<file path="config.mk">
export PLATFORM = sky130hd
export DESIGN_NAME = bp_be_prefetch_inject_ctrl
export DESIGN_NICKNAME = d
export VERILOG_FILES = /design/src/rtl/bp_be_prefetch_inject_ctrl.sv
export SDC_FILE = /design/constraint.sdc
export NUM_CORES = 1
export LEC_CHECK = 0
export CORE_MARGIN = 1.5
export CORE_UTILIZATION = 36
export DETAILED_ROUTE_END_ITERATION = 12
export GPL_TIMING_DRIVEN = 0
export SLEW_MARGIN = 0
export SYNTH_ARGS = -nofsm -noshare
export SYNTH_HDL_FRONTEND = slang
export SYNTH_SLANG_ARGS = --single-unit
</file>
<file path="constraint.sdc">
create_clock -name clk_i -period 5.6 [get_ports clk_i]
set_clock_uncertainty 0.1 [all_clocks]
set_input_delay 0.56 -clock clk_i [delete_from_list [all_inputs] [get_ports clk_i]]
set_output_delay 0.56 -clock clk_i [all_outputs]
set_load 0.005 [all_outputs]
</file>
<file path="src/rtl/bp_be_prefetch_inject_ctrl.sv">
// Prefetch injection sequencer for the BE dispatch slot.
// A confirmed striding load trains a short burst of prefetch vaddrs that are
// offered one at a time to the scheduler. Bursts stop at the page boundary of
// the training access, at the burst length, or on a pipeline flush. In-flight
// prefetches are counted until the memory pipe reports them done.
module bp_be_prefetch_inject_ctrl #(
   parameter int vaddr_width_p     = 39,
   parameter int stride_width_p    = 8,
   parameter int iter_width_p      = 8,
   parameter int max_burst_p       = 4,
   parameter int max_outstanding_p = 2,
   parameter int page_offset_p     = 12
) (
   input  logic                      clk_i,
   input  logic                      reset_i,
   input  logic                      train_v_i,
   input  logic [vaddr_width_p-1:0]  base_vaddr_i,
   input  logic [stride_width_p-1:0] stride_i,
   input  logic [iter_width_p-1:0]   iters_i,
   input  logic                      flush_i,
   output logic                      pf_v_o,
   output logic [vaddr_width_p-1:0]  pf_vaddr_o,
   input  logic                      pf_yumi_i,
   input  logic                      pf_done_i,
   output logic                      busy_o
);

   localparam int out_w = $clog2(max_outstanding_p + 1);
   localparam int tag_w = vaddr_width_p - page_offset_p;

   localparam logic [out_w-1:0]        max_out_c   = out_w'(max_outstanding_p);
   localparam logic [iter_width_p-1:0] max_burst_c = iter_width_p'(max_burst_p);

   typedef enum logic [1:0] {
      IDLE  = 2'd0,
      ISSUE = 2'd1,
      DRAIN = 2'd2
   } state_e;

   state_e                    state_reg,       state_next;
   logic [vaddr_width_p-1:0]  next_addr_reg,   next_addr_next;
   logic [vaddr_width_p-1:0]  stride_reg,      stride_next;
   logic [iter_width_p-1:0]   remaining_reg,   remaining_next;
   logic [tag_w-1:0]          page_tag_reg,    page_tag_next;
   logic [out_w-1:0]          outstanding_reg, outstanding_next;
   logic                      pf_v_reg,        pf_v_next;
   logic                      busy_reg,        busy_next;

   logic [vaddr_width_p-1:0]  stride_sext;
   logic [iter_width_p-1:0]   burst_len;
   logic                      train_ok;
   logic                      off_page;

   assign stride_sext = {{(vaddr_width_p-stride_width_p){stride_i[stride_width_p-1]}}, stride_i};
   assign burst_len   = (iters_i < max_burst_c) ? iters_i : max_burst_c;
   assign train_ok    = train_v_i && (stride_i != '0) && (iters_i != '0);
   assign off_page    = (next_addr_reg[vaddr_width_p-1:page_offset_p] != page_tag_reg);

   // Next-state computation for the sequencer, the burst bookkeeping and the
   // in-flight counter; outputs are derived from the post-update values so
   // they can be registered without adding a cycle of latency.
   always_comb begin
      state_next       = state_reg;
      next_addr_next   = next_addr_reg;
      stride_next      = stride_reg;
      remaining_next   = remaining_reg;
      page_tag_next    = page_tag_reg;
      outstanding_next = outstanding_reg;

      // A consume and a completion in the same cycle cancel out; a stray
      // completion with nothing in flight is dropped rather than underflowing.
      if (pf_yumi_i && !pf_done_i) begin
         outstanding_next = outstanding_reg + out_w'(1);
      end else if (!pf_yumi_i && pf_done_i && (outstanding_reg != '0)) begin
         outstanding_next = outstanding_reg - out_w'(1);
      end

      if (flush_i) begin
         // Flush abandons the burst but keeps counting what is already in flight.
         state_next     = IDLE;
         remaining_next = '0;
      end else begin
         unique case (state_reg)
            IDLE: begin
               if (train_ok) begin
                  next_addr_next = base_vaddr_i + stride_sext;
                  stride_next    = stride_sext;
                  remaining_next = burst_len;
                  page_tag_next  = base_vaddr_i[vaddr_width_p-1:page_offset_p];
                  state_next     = ISSUE;
               end
            end
            ISSUE: begin
               if (pf_yumi_i) begin
                  next_addr_next = next_addr_reg + stride_reg;
                  remaining_next = remaining_reg - iter_width_p'(1);
                  if (remaining_reg == iter_width_p'(1)) begin
                     state_next = DRAIN;
                  end
               end else if (off_page) begin
                  // Next address left the training page (either direction,
                  // including wrap-around): end the burst without offering it.
                  state_next = DRAIN;
               end
            end
            DRAIN: begin
               if (outstanding_next == '0) begin
                  state_next = IDLE;
               end
            end
            default: state_next = IDLE;
         endcase
      end

      pf_v_next = (state_next == ISSUE)
                  && (outstanding_next < max_out_c)
                  && (next_addr_next[vaddr_width_p-1:page_offset_p] == page_tag_next);
      busy_next = (state_next != IDLE) || (outstanding_next != '0);
   end

   // State and registered outputs.
   always_ff @(posedge clk_i) begin
      if (reset_i) begin
         state_reg       <= IDLE;
         next_addr_reg   <= '0;
         stride_reg      <= '0;
         remaining_reg   <= '0;
         page_tag_reg    <= '0;
         outstanding_reg <= '0;
         pf_v_reg        <= 1'b0;
         busy_reg        <= 1'b0;
      end else begin
         state_reg       <= state_next;
         next_addr_reg   <= next_addr_next;
         stride_reg      <= stride_next;
         remaining_reg   <= remaining_next;
         page_tag_reg    <= page_tag_next;
         outstanding_reg <= outstanding_next;
         pf_v_reg        <= pf_v_next;
         busy_reg        <= busy_next;
      end
   end

   assign pf_v_o     = pf_v_reg;
   assign pf_vaddr_o = next_addr_reg;
   assign busy_o     = busy_reg;

   // The scheduler may only consume a request that is currently offered.
   a_yumi_needs_valid: assert property (@(posedge clk_i) disable iff (reset_i)
      pf_yumi_i |-> pf_v_o);

   // A completion with nothing in flight indicates a bookkeeping error upstream.
   a_done_needs_outstanding: assert property (@(posedge clk_i) disable iff (reset_i)
      (pf_done_i && !pf_yumi_i) |-> (outstanding_reg != '0));

endmodule

</file>
==> summary.txt <==
Yosys
  • Main flop type after synthesis: dfxtp_1
  • Post-synthesis mux area share: 0.0441
  • Synth cell count leaders: 152 x nor2_1, 140 x a21oi_1, 135 x nand2_1
  • Mapped Nets: ~1.4k
  • Post-synth EDFFs: 0
  • Synth top area share: 0.195
  • Ys async rst share: 0
  • Synth cell types: 73
  • Xor/xnor share of the synthesized area: 0.0949
  • Synth Area in Simple Gates: 0.245
  • Sequential area share after synthesis: 0.195
  • Main combinational cell family by area after synthesis: compound AO/OA/AOI/OAI gates
  • Post-synth design cell area: 9040 sq um
  • Area contributors post-synth: dfxtp_1 19%, ha_1 11%, a21oi_1 7.7%, nor2_1 6.3%, nand2_1 5.6%
  • Syn Area/Cell: 7.27 sq um
  • Synth Area in Compound Gates: 0.274
  • Yosys reg bits: 88
  • Mapped Cells: approximately 1.2k
  • Adder-Cell Fraction of Synth Area: 0.114
  • Synthesis warning total: 0
  • Largest area contributor in the netlist: dfxtp_1
  • Most common cell in the netlist: nor2_1

Placement
  • DP HPWL: around 29 mm
  • Pre-CTS setup slack: -0.276 ns
  • PortBufs: 101
  • Placed Area: 10500 sq um
  • Gp weighted congestion: 0.980

Timing
  • Slew Viols, Final: 0
  • RSZ-0062 raised after global routing: no
  • Fmax: 185 MHz
  • Setup ws final: approximately 0.19 ns
  • Rel. slew slack: 0.340
  • Hold slack: between 0.3 and 0.4 ns
  • Tcrit/Tclk final: 0.967
  • Final setup violation count: 0
  • Setup TNS: 0 ns
  • Measured slew at the worst slew-check pin: 0.990 ns
  • Final worst path period need: 5.41 ns
  • Final hold vios: 0

Power
  • Clk network pwr share: 0.303
  • Pwr/cell area: 218 nW/um^2
  • Combinational share of power: 0.386
  • Cell Int Power: 1.45 mW
  • Reg power frac: 0.311
  • Pleak: around 4.3 nW
  • Max IR drop VDD: about 0.00012 V
  • Sw Share: 0.385
  • Switching pwr: 0.906 mW

Setup path
  • Setup CP Type: in -> reg
  • CP Launch Type: primary input
  • CP arrival: about 5.6 ns
  • Worst Path Max Fanout: 34
  • WP data required: around 5.8 ns
  • CP endpoint kind: register

Global routing
  • Vias in the first global route: 9321
  • GRT Util Overall: 0.277
  • Grt ovf: 0
  • First-pass GRT wire length: 54.9 mm
  • Initial antenna violation count: 0
  • Largest net degree at the start of global routing: 35

CTS
  • Clock Latency Late Sink: 0.37 ns
  • CTS tree: yes
  • Clock-pin slew on the worst setup and hold paths: 0.07 ns
  • CTS H-tree lvls: 3
  • Clock root cell: clkbuf_16
  • Longest Clk Path Bufs: 2
  • Sink Count: 88
  • TritonCTS Buffers: 9

Drt
  • Antenna viol nets, final: 0
  • WL final: roughly 36 mm
  • Drt drc: 0
  • Via count: 10.0k
  • WL/cell: ~21 microns
  • Pre-Repair DR Iteration Count: 5
  • Iter 0 DRT Violations: 856
  • Avg Vias per Cell: 5.95

Layout
  • Post-route cell area: 10800 sq um
  • Area Overhead vs Synth: 19.4%
  • Layout cells sized above 1: 0.0323
  • Multi-input logic area: 6980 sq um
  • Layout Utilization: 0.442
  • Diode count: 0
  • # fillers: around 2.6k
  • Largest register FFs: 39
  • Register area: 1770 sq um
  • Nets: ~1.5k

Die
  • Die Area: roughly 26000 sq um
  • Width of the die: 162 microns
  • Initial core utilization: 0.370
  • I/O Pins: 102
  • # rows: 57
  • Core area: between 20000 and 25000 sq um
  • Die height: 162 microns

Hold path
  • Worst hold path class: reg -> reg

Run status
  • Status: completed

Run
  • Max Cap Violations: 0
layer usage:
layer,global-route usage,vias to the layer above,wire (microns)
met1,0.377,4792,16600
li1,-,4814,-
met4,0.0985,0,1030
met3,0.0357,64,2270
met5,0,-,0
met2,0.447,360,16200
cell families after synthesis:
group | Yosys count
simple gates | 471
compound gates | 389
xor+xnor | 98
flops | 88
fa+ha+maj | 81
buf+inv | 78
mux | 39
placed cells by master, fill, tap and decap left out, types with 5 or more instances in the layout:
cell type,netlist,final
a211oi_1,10,10
o21a_1,21,21
and3_1,11,11
a221oi_1,7,7
a21oi_1,140,139
xor2_1,44,44
o31ai_1,10,10
nand2_1,135,135
o21ai_0,62,62
o211ai_1,17,17
a211o_1,6,6
a31oi_1,8,8
a22oi_1,12,12
and4_1,5,5
nor2_1,152,152
nor3_1,29,29
ha_1,79,79
nand4_1,26,26
xnor2_1,54,54
clkbuf_1,45,45
o22ai_1,10,10
inv_1,18,18
o21ai_1,8,8
dfxtp_1,88,87
buf_2,9,9
buf_1,6,6
a21o_1,22,22
clkbuf_16,0,9
nor2b_1,14,14
nand2b_1,15,15
o21bai_1,5,5
mux2i_1,34,34
or3_1,12,12
clkdlybuf4s50_1,0,100
nor4_1,19,19
and2_1,10,10
a311oi_1,5,5
nand3_1,23,23
worst paths after layout:
check                                   start             to  slack (ns)  depth (start not counted)
worst min register to register  stride_reg[2]  stride_reg[2]        0.37                          2
worst max-delay path              stride_i[7]         pf_v_o        0.19                         15
worst max register to register  stride_reg[7]         pf_v_o        0.34                         15
worst min-delay path            stride_reg[2]  stride_reg[2]        0.37                          2
power groups by stage:
stage / Combinational, mW / Sequential (mW) / Clock [mW]
6_report: 0.909 / 0.732 / 0.713
4_1_cts: 0.894 / 0.730 / 0.715
3_5_place_dp: 0.889 / 0.745 / 0
2_1_floorplan: 0.577 / 0.723 / 0
3_3_place_gp: 0.885 / 0.744 / 0
5_1_grt: 0.989 / 0.736 / 0.745
worst max-delay path, cell delays in order:
cell and delay (ns):
clkbuf_4 0.35, ha_1 0.41, clkbuf_1 0.26, nand4_1 0.19
or4_4 0.61, a31oi_4 0.35, mux2i_1 0.37, or3_4 0.22
a2111oi_0 0.06, or4_1 0.53, nor3_1 0.32, nand4bb_1 0.21
nor4_1 0.57, nand4b_1 0.18, a2111oi_2 0.32
timing repair:
item                       in CTS  in global routing
buffers inserted                0                  0
resized for setup               1                  3
hold buffers                    0                  0
gates cloned                    0                  0
setup endpoints to repair       1                  1
pin swaps                       0                  0
stage by stage:
step                      power [mW]  cells
after detailed placement        1.63   1669
after floorplan                 1.30   1244
after CTS                       2.34   1685
final                           2.35   1685
after global routing            2.47   1685
after global placement          1.63   1669
final cells by class:
type	count	area share
plain buffers	60	0.0219
inverters	18	0.00625
multi-input cells	1078	0.646
flip-flops and latches	88	0.163
well taps	324	0.0375
clock buffers	10	0.0221
repair buffers	101	0.0934
clock inverters	6	0.00903
(Power assumes the default switching activity.)
